### src/rtl/sequencer_step_engine.sv
// Multi-channel step sequencer: scans STEPS steps and drives one gated square wave per channel.
// Define SEQ_SWING_EN to implement the SWING register (address 3) that lengthens odd steps.
module sequencer_step_engine #(
  parameter int unsigned STEPS    = 8,
  parameter int unsigned CHANNELS = 2,
  parameter int unsigned DIV_W    = 28,
  localparam int unsigned IDX_W   = $clog2(STEPS)
) (
  input  logic                i_clk,
  input  logic                i_rst_n,
  input  logic                i_wr_en,
  input  logic [4:0]          i_wr_addr,
  input  logic [31:0]         i_wr_data,
  output logic [CHANNELS-1:0] o_snd_out,
  output logic [STEPS-1:0]    o_step_led,
  output logic [IDX_W-1:0]    o_step_idx,
  output logic                o_step_tick
);

  localparam logic [1:0]       ModeRev  = 2'b01;
  localparam logic [1:0]       ModePing = 2'b10;
  localparam logic [IDX_W-1:0] LastIdx  = IDX_W'(STEPS - 1);

  // Configuration registers
  logic                            r_run;
  logic [1:0]                      r_mode;
  logic [DIV_W-1:0]                r_period;
  logic [DIV_W-1:0]                r_gate;
  logic [CHANNELS-1:0][DIV_W-1:0]  r_tone;
  logic [CHANNELS-1:0][STEPS-1:0]  r_pat;

  // Sequencer state
  logic [DIV_W-1:0]                r_step_cnt;
  logic [DIV_W-1:0]                r_gate_cnt;
  logic [IDX_W-1:0]                r_step_idx;
  logic [STEPS-1:0]                r_step_led;
  logic                            r_step_tick;
  logic                            r_dir_up;
  logic [CHANNELS-1:0][DIV_W-1:0]  r_tone_cnt;
  logic [CHANNELS-1:0]             r_square;
  logic [CHANNELS-1:0]             r_snd;

  // Decoded writes and next-state values
  logic                            w_ctrl_we;
  logic                            w_period_we;
  logic                            w_gate_we;
  logic [CHANNELS-1:0]             w_tone_we;
  logic [CHANNELS-1:0]             w_pat_we;
  logic [DIV_W-1:0]                w_step_limit;
  logic                            w_advance;
  logic [DIV_W-1:0]                w_step_cnt_d;
  logic [DIV_W-1:0]                w_gate_cnt_d;
  logic                            w_gate_on;
  logic [IDX_W-1:0]                w_idx_d;
  logic                            w_dir_up_d;
  logic [STEPS-1:0]                w_led_d;
  logic [CHANNELS-1:0][DIV_W-1:0]  w_tone_cnt_d;
  logic [CHANNELS-1:0]             w_square_d;
  logic [CHANNELS-1:0]             w_snd_d;
  logic                            w_unused_data;

  assign w_unused_data = ^i_wr_data;

  always_comb begin
    w_ctrl_we   = i_wr_en && (i_wr_addr == 5'd0);
    w_period_we = i_wr_en && (i_wr_addr == 5'd1);
    w_gate_we   = i_wr_en && (i_wr_addr == 5'd2);
    for (int c = 0; c < CHANNELS; c++) begin
      w_tone_we[c] = i_wr_en && (i_wr_addr == 5'(4 + c));
      w_pat_we[c]  = i_wr_en && (i_wr_addr == 5'(4 + CHANNELS + c));
    end
  end

  always_ff @(posedge i_clk or negedge i_rst_n) begin
    if (!i_rst_n) begin
      r_run    <= 1'b0;
      r_mode   <= 2'b00;
      r_period <= '0;
      r_gate   <= '0;
      r_tone   <= '0;
      r_pat    <= '0;
    end else begin
      if (w_ctrl_we) begin
        r_run  <= i_wr_data[0];
        r_mode <= i_wr_data[2:1];
      end
      if (w_period_we) begin
        r_period <= i_wr_data[DIV_W-1:0];
      end
      if (w_gate_we) begin
        r_gate <= i_wr_data[DIV_W-1:0];
      end
      for (int c = 0; c < CHANNELS; c++) begin
        if (w_tone_we[c]) begin
          r_tone[c] <= i_wr_data[DIV_W-1:0];
        end
        if (w_pat_we[c]) begin
          r_pat[c] <= i_wr_data[STEPS-1:0];
        end
      end
    end
  end

`ifdef SEQ_SWING_EN
  logic [DIV_W-1:0] r_swing;
  logic             w_swing_we;
  logic [DIV_W:0]   w_swing_sum;

  assign w_swing_we = i_wr_en && (i_wr_addr == 5'd3);

  always_ff @(posedge i_clk or negedge i_rst_n) begin
    if (!i_rst_n) begin
      r_swing <= '0;
    end else if (w_swing_we) begin
      r_swing <= i_wr_data[DIV_W-1:0];
    end
  end

  // Odd steps stretch by SWING; the sum saturates rather than wrapping.
  always_comb begin
    w_swing_sum = {1'b0, r_period} + {1'b0, r_swing};
    if (!r_step_idx[0]) begin
      w_step_limit = r_period;
    end else if (w_swing_sum[DIV_W]) begin
      w_step_limit = '1;
    end else begin
      w_step_limit = w_swing_sum[DIV_W-1:0];
    end
  end
`else
  assign w_step_limit = r_period;
`endif

  // A PERIOD write outranks a terminal count: restart without advancing.
  always_comb begin
    w_advance = r_run && !w_period_we && (r_step_cnt == w_step_limit);
    if (!r_run || w_period_we || w_advance) begin
      w_step_cnt_d = '0;
    end else begin
      w_step_cnt_d = r_step_cnt + DIV_W'(1);
    end

    if (!r_run || w_advance) begin
      w_gate_cnt_d = '0;
    end else if (r_gate_cnt != '1) begin
      w_gate_cnt_d = r_gate_cnt + DIV_W'(1);
    end else begin
      w_gate_cnt_d = r_gate_cnt;
    end
    w_gate_on = (r_gate_cnt < r_gate);
  end

  always_comb begin
    w_idx_d    = r_step_idx;
    w_dir_up_d = r_dir_up;
    if (w_advance) begin
      case (r_mode)
        ModeRev: begin
          w_idx_d = (r_step_idx == '0) ? LastIdx : r_step_idx - IDX_W'(1);
        end
        ModePing: begin
          if (r_dir_up) begin
            if (r_step_idx == LastIdx) begin
              w_idx_d    = r_step_idx - IDX_W'(1);
              w_dir_up_d = 1'b0;
            end else begin
              w_idx_d = r_step_idx + IDX_W'(1);
            end
          end else begin
            if (r_step_idx == '0) begin
              w_idx_d    = IDX_W'(1);
              w_dir_up_d = 1'b1;
            end else begin
              w_idx_d = r_step_idx - IDX_W'(1);
            end
          end
        end
        default: begin
          w_idx_d = (r_step_idx == LastIdx) ? '0 : r_step_idx + IDX_W'(1);
        end
      endcase
    end
    w_led_d = {{(STEPS - 1){1'b0}}, 1'b1} << w_idx_d;
  end

  always_comb begin
    for (int c = 0; c < CHANNELS; c++) begin
      w_tone_cnt_d[c] = r_tone_cnt[c] + DIV_W'(1);
      w_square_d[c]   = r_square[c];
      if (w_tone_we[c]) begin
        w_tone_cnt_d[c] = '0;
        w_square_d[c]   = r_square[c] & (i_wr_data[DIV_W-1:0] != '0);
      end else if (r_tone[c] == '0) begin
        w_tone_cnt_d[c] = '0;
        w_square_d[c]   = 1'b0;
      end else if (r_tone_cnt[c] == r_tone[c]) begin
        w_tone_cnt_d[c] = '0;
        w_square_d[c]   = ~r_square[c];
      end
      w_snd_d[c] = r_square[c] & w_gate_on & r_pat[c][r_step_idx] & r_run;
    end
  end

  always_ff @(posedge i_clk or negedge i_rst_n) begin
    if (!i_rst_n) begin
      r_step_cnt  <= '0;
      r_gate_cnt  <= '0;
      r_step_idx  <= '0;
      r_step_led  <= {{(STEPS - 1){1'b0}}, 1'b1};
      r_step_tick <= 1'b0;
      r_dir_up    <= 1'b1;
      r_tone_cnt  <= '0;
      r_square    <= '0;
      r_snd       <= '0;
    end else begin
      r_step_cnt  <= w_step_cnt_d;
      r_gate_cnt  <= w_gate_cnt_d;
      r_step_idx  <= w_idx_d;
      r_step_led  <= w_led_d;
      r_step_tick <= w_advance;
      r_dir_up    <= w_dir_up_d;
      r_tone_cnt  <= w_tone_cnt_d;
      r_square    <= w_square_d;
      r_snd       <= w_snd_d;
    end
  end

  assign o_snd_out   = r_snd;
  assign o_step_led  = r_step_led;
  assign o_step_idx  = r_step_idx;
  assign o_step_tick = r_step_tick;

endmodule

### config.mk
export PLATFORM = sky130hd
export DESIGN_NAME = sequencer_step_engine
export DESIGN_NICKNAME = d
export VERILOG_FILES = /design/src/rtl/sequencer_step_engine.sv
export SDC_FILE = /design/constraint.sdc
export NUM_CORES = 1
export LEC_CHECK = 0
export CAP_MARGIN = 20
export CORE_MARGIN = 8
export CORE_UTILIZATION = 55
export DETAILED_ROUTE_END_ITERATION = 10
export MAX_ROUTING_LAYER = met4
export PLACE_DENSITY = 0.69
export RECOVER_POWER = 25
export SLEW_MARGIN = 25
export SYNTH_ARGS = -nofsm -noshare
export SYNTH_HDL_FRONTEND = slang
export SYNTH_SLANG_ARGS = --single-unit
### constraint.sdc
create_clock -name i_clk -period 2.8 [get_ports i_clk]
set_input_delay 0.84 -clock i_clk [delete_from_list [all_inputs] [get_ports i_clk]]
set_output_delay 0.84 -clock i_clk [all_outputs]
set_load 0.01 [all_outputs]
* Yosys cells after proc, flatten, opt, wreduce, memory -nomap -nowiden
Cells that the tools add are included.
** Cells by class
- Multiplexer cells :: 29
- Bitwise gates (word level) :: 10
- Shift operators :: 1
- Reductions and logical operators :: 23
- $lt $le $gt $ge :: 2
- Add/subtract/negate cells :: 6
- Eq/ne operators :: 13
** Operators by type and width (count)
- $mux 28 :: 9
- $add 28x1->28 const B :: 4
- $eq 28x28->1 :: 3
- $logic_not 28->1 :: 2
- $lt 28x28->1 :: 1
- $ne 28x28->1 const B :: 1
- $reduce_bool 28->1 :: 1
- $eq 5x3->1 const B :: 4
- $mux 3 :: 6
- $mux 1 :: 11
- $logic_and 1x1->1 :: 9
- $and 1x1->1 :: 8
- $shl 1x3->8 const A :: 1
- $bmux 1 s3 :: 2
- $pmux 3 s2 :: 1
- $reduce_bool 3->1 :: 2
- $eq 5x1->1 const B :: 1
- $eq 5x2->1 const B :: 1
- $logic_not 5->1 :: 1
- $lt 3x4->1 const B :: 1
- $add 3x1->3 const B :: 1
- $eq 3x3->1 const B :: 1
- $logic_not 3->1 :: 1
- $logic_or 1x1->1 :: 3
- 7 further kinds :: 9
** Word-level totals
- Input port bits :: 40
- Register bits after elaboration :: 260
- Output and inout bits :: 14
- Logic and storage cells :: 103

* Longest topological paths before layout
- Depth after elaboration :: 7
- Gate-level depth with buffers :: 10

* Worst setup path before layout
No wires, ideal clock.
- Kind :: reg-to-reg
- Start point :: reg r_step_idx[0] (netlist: o_step_idx[0])
- End point :: reg r_step_led[6] (netlist: o_step_led[6])
- Data arrival time :: 2516 ps
- Path slack :: 202 ps
- Cell stages (with the launch flop) :: 10
- Buffers on the path :: 1
- Clock period less this slack :: 2598 ps
- Cell sequence :: dfrtp_1 > clkbuf_1 > inv_1 > ha_1 > ha_1 > a2bb2oi_1 > o311ai_0 > nor2b_1 > nand3_1 > o21ai_0
** Between the ends
- Word-level cells in the longest chain between the ends :: 6
** Ends and longest elaborated chain
- start: declaration :: line 35 : logic [IDX_W-1:0] r_step_idx;
- start signal: assignment :: line 218 : r_step_idx <= w_idx_d;
- $sub 3x1->3 (tied with other cells) :: line 159, 164, 174
- $mux 3, on equally long branches :: line 170, 163
- $mux 3 :: line 162 : if (r_dir_up) begin
- $pmux 3 s2 :: line 157 : case (r_mode)
- $mux 3 (*) :: line 156 : if (w_advance) begin
- $shl 1x3->8 (*) :: line 183 : w_led_d = {{(STEPS - 1){1'b0}}, 1'b1} << w_idx_d;
- named net w_led_d[6] :: line 56 : logic [STEPS-1:0] w_led_d;
- end signal: assignment :: line 209 : r_step_led <= {{(STEPS - 1){1'b0}}, 1'b1};
- end signal: assignment :: line 219 : r_step_led <= w_led_d;
- end: declaration :: line 36 : logic [STEPS-1:0] r_step_led;
Mark *: on every way through the listed nets, which the timed path passes. The rest lies on a longest branch.
A chain may end at the register's enable or synchronous reset.

* Worst setup path after layout
- Start point :: reg r_step_idx[0] (netlist: o_step_idx[0])
- End point :: out o_step_idx[0]
** RTL lines
- end: declaration :: line 16 : output logic [IDX_W-1:0] o_step_idx,
No word-level cell between the ends.

==> reports/qor.csv <==
metric;value;unit
Synth Net Count;1251;
Die Ht;170;um
initial antenna violation count;0;
HP Class;reg2reg;
commonest non-fill, non-tap cell in the layout;dfrtp_1;
number of synthesized flops with an enable pin;0;
RSZ-0062 raised after global routing;false;
synthesized area;13100;um^2
Placer Congestion;0.839;
Tightest Pin Transition;2.11;ns
register clock-pin slew on the reported worst setup and hold paths;0.06;ns
# hold bufs at CTS;0;
period utilisation layout;91.0;%
die footprint;29000;um^2
Adder-Cell Fraction of Synth Area;3.64;%
Synth Area in Compound Gates;3.27;%
hpwl dp;21400;um
status;finished with violations;
largest net degree at the start of global routing;75;
xor/xnor cell area share of the yosys netlist;12.3;%
core outline area;23400;um^2
VDD IR-drop max;0.693;mV
multiplexer share of the synthesized area;12.5;%
nets;1339;
Mapped Cells;1173;
reg2reg path depth;7;
drt pass-1 iters;5;
ys async rst share;100;%
post-synthesis register bit count;260;
Reg-to-Reg Start;r_gate_cnt[2]$_DFFE_PN0P_;
die width;170;um
Tot Pwr;0.0103;W
total track usage;22.0;%
sequential area share after synthesis;49.8;%
violated checks;capacitance limit, slew limit;
fin crit period;2.55;ns
final instance area;15100;um^2
n_diodes;0;
critical path capture point type;primary output;
Vias;8921;
vias in the first global route;9193;
Layout area overhead;15.6;%
worst-skew pair later-pin latency;0.55;ns
post_cts resized;0;
Sink Count;260;
flop2flop setup slack;0.38;ns
Slew HR;-40.4;%
final setup violation count;0;
hold depth;1;
most frequent cells in the layout;dfrtp_1, mux2_2, nor2_1;
Final Hold Fails;0;
WS Path Type;reg2out;
Startpoint Class;register;
count of cell types in the netlist;56;
Hold Path End;r_gate[3]$_DFFE_PN0P_;
DR DRC count;0;
clk_skew;0.0213;ns
Routed Antenna Nets;0;
first-pass GRT wire length;49000;um
Top FF cell, synth;dfrtp_1;
Max clock buf depth;3;
setup_tns;0;ns
final wirelength;30100;um
Final Max Slew Viols;35;
CTS tree;built;
largest family of logic cells by synthesized area;simple AND/OR/NAND/NOR gates;
Num CTS Buffers;28;
crit path DAT;1.71;ns
Avg WL per Cell;18.9;um
share of layout cells above drive strength 1;18.4;%
Area after DPL;14200;um^2
leak pwr;6.94;nW
Worst Hold Launch;r_gate[3]$_DFFE_PN0P_;
Starting Density;55.9;%
power density over the cells;682;nW/um^2
FP Rows;56;
Yosys warning total;0;
Vias/cell;5.58;
hold slack;0.502;ns
Ports;54;
worst-path maximum fanout;10;
Detailed Route Iter0 Violations;588;
port bufs;49;
FF-to-FF End;o_snd_out[0]$_DFF_PN0_;
gr ovfl total;0;
final core occ;64.6;%
CP required;1.96;ns
syn_area_per_cell;11.1;um^2
Post-Synth Simple-Gate Area;15.9;%
Setup Buffers After CTS;0;
Clock Tree Root;clkbuf_16;
fmax;0.393;GHz
Max Cap Viol;1;
CTS HTree Levels;1;
==> routing by layer <==
layer	vias to the layer above	track usage (%)	part of all wire, %	wire length (um)
met1	4441	28.7	45	13500
met5	-	-	0	0
met3	53	2.55	4.0	1210
li1	4258	-	-	-
met2	169	36.0	48	14600
met4	0	5.87	2.7	814
==> per-stage QoR <==
stage | cells | worst slack, ns
finish | 1599 | 0.253
global route | 1599 | 0.114
CTS | 1599 | 0.217
detailed placement | 1550 | 0.0341
global placement | 1550 | 0.0980
floorplan | 1173 | 0.202
==> layout make-up <==
class,count,area [um^2]
Tap cell,319,399
Multi-Input combinational cell,833,6230
Inverter,45,169
Fill cell,1916,8290
Clock buffer,36,761
Timing Repair Buffer,93,933
Sequential cell,260,6510
Clock inverter,13,109
==> flip-flops by register name, summed over array words and instances (netlist names), 3 cells and up <==
name and cells:
r_tone 56, o_step_led 8, r_step_cnt 28, r_tone_cnt 56
r_pat 16, r_gate 28, r_gate_cnt 28, o_step_idx 3
r_period 28
==> power by group <==
group	switching [W]	leakage, nW	total (W)	internal, W
Sequential	0.000525	3.42	0.00482	0.00429
Clock	0.00150	0.425	0.00350	0.00200
Combinational	0.000951	3.09	0.00200	0.00104
==> synth_stat cells (all sizes together) (2+ instances only) <==
| master | instances | area, um^2 |
|---|---|---|
| dfrtp | 258 | 6460 |
| mux2 | 131 | 1480 |
| nor2 | 129 | 484 |
| xor2 | 107 | 937 |
| xnor2 | 77 | 674 |
| nand2 | 58 | 218 |
| nand3 | 55 | 280 |
| inv | 44 | 165 |
| nand4 | 43 | 269 |
| nor4 | 41 | 305 |
| ha | 38 | 475 |
| a21oi | 27 | 135 |
| clkbuf | 22 | 83.8 |
| and3 | 19 | 119 |
| o21ai | 18 | 101 |
| buf | 13 | 82.6 |
| nor2b | 8 | 50.1 |
| nor3 | 8 | 40.0 |
| and4 | 7 | 61.3 |
| mux2i | 7 | 70.1 |
| nand2b | 7 | 43.8 |
| a21o | 5 | 37.5 |
| or3 | 5 | 36.3 |
| and2 | 4 | 25.0 |
| mux4 | 4 | 90.1 |
| nand3b | 4 | 30.0 |
| nor4b | 4 | 50.1 |
| a2bb2oi | 3 | 26.3 |
| a211o | 2 | 17.5 |
| a31oi | 2 | 12.5 |
| a41oi | 2 | 17.5 |
| and3b | 2 | 17.5 |
| dfstp | 2 | 52.6 |
| o21a | 2 | 15.0 |
| o31ai | 2 | 15.0 |
| or4 | 2 | 15.0 |
==> cell families (layout without fill, tap and decap cells) <==
group | Yosys count | count (layout)
xor+xnor | 184 | 184
fa+ha+maj | 38 | 38
flops | 260 | 260
simple gates | 400 | 400
mux | 142 | 142
compound gates | 69 | 69
buf+inv | 80 | 187
==> how the worst max path moves through the flow <==
stage	startpoint	endpoint	slack, ns
2_1_floorplan	o_step_idx[0]$_DFF_PN0_	o_step_led[6]$_DFF_PN0_	0.20
5_1_grt	i_rst_n	r_gate[10]$_DFFE_PN0P_	0.11
3_3_place_gp	i_wr_addr[0]	r_square[1]$_DFFE_PN0P_	0.1
6_report	o_step_idx[0]$_DFF_PN0_	o_step_idx[0]	0.25
3_5_place_dp	i_wr_addr[0]	r_square[1]$_DFFE_PN0P_	0.03
4_1_cts	o_step_idx[0]$_DFF_PN0_	o_step_idx[0]	0.22
==> worst max-delay path: stages (launching register included) <==
cell             delay [ns]
dfrtp_1                0.38
buf_4                  0.22
clkdlybuf4s50_1        0.56
Power figures use the tool's default switching activity.
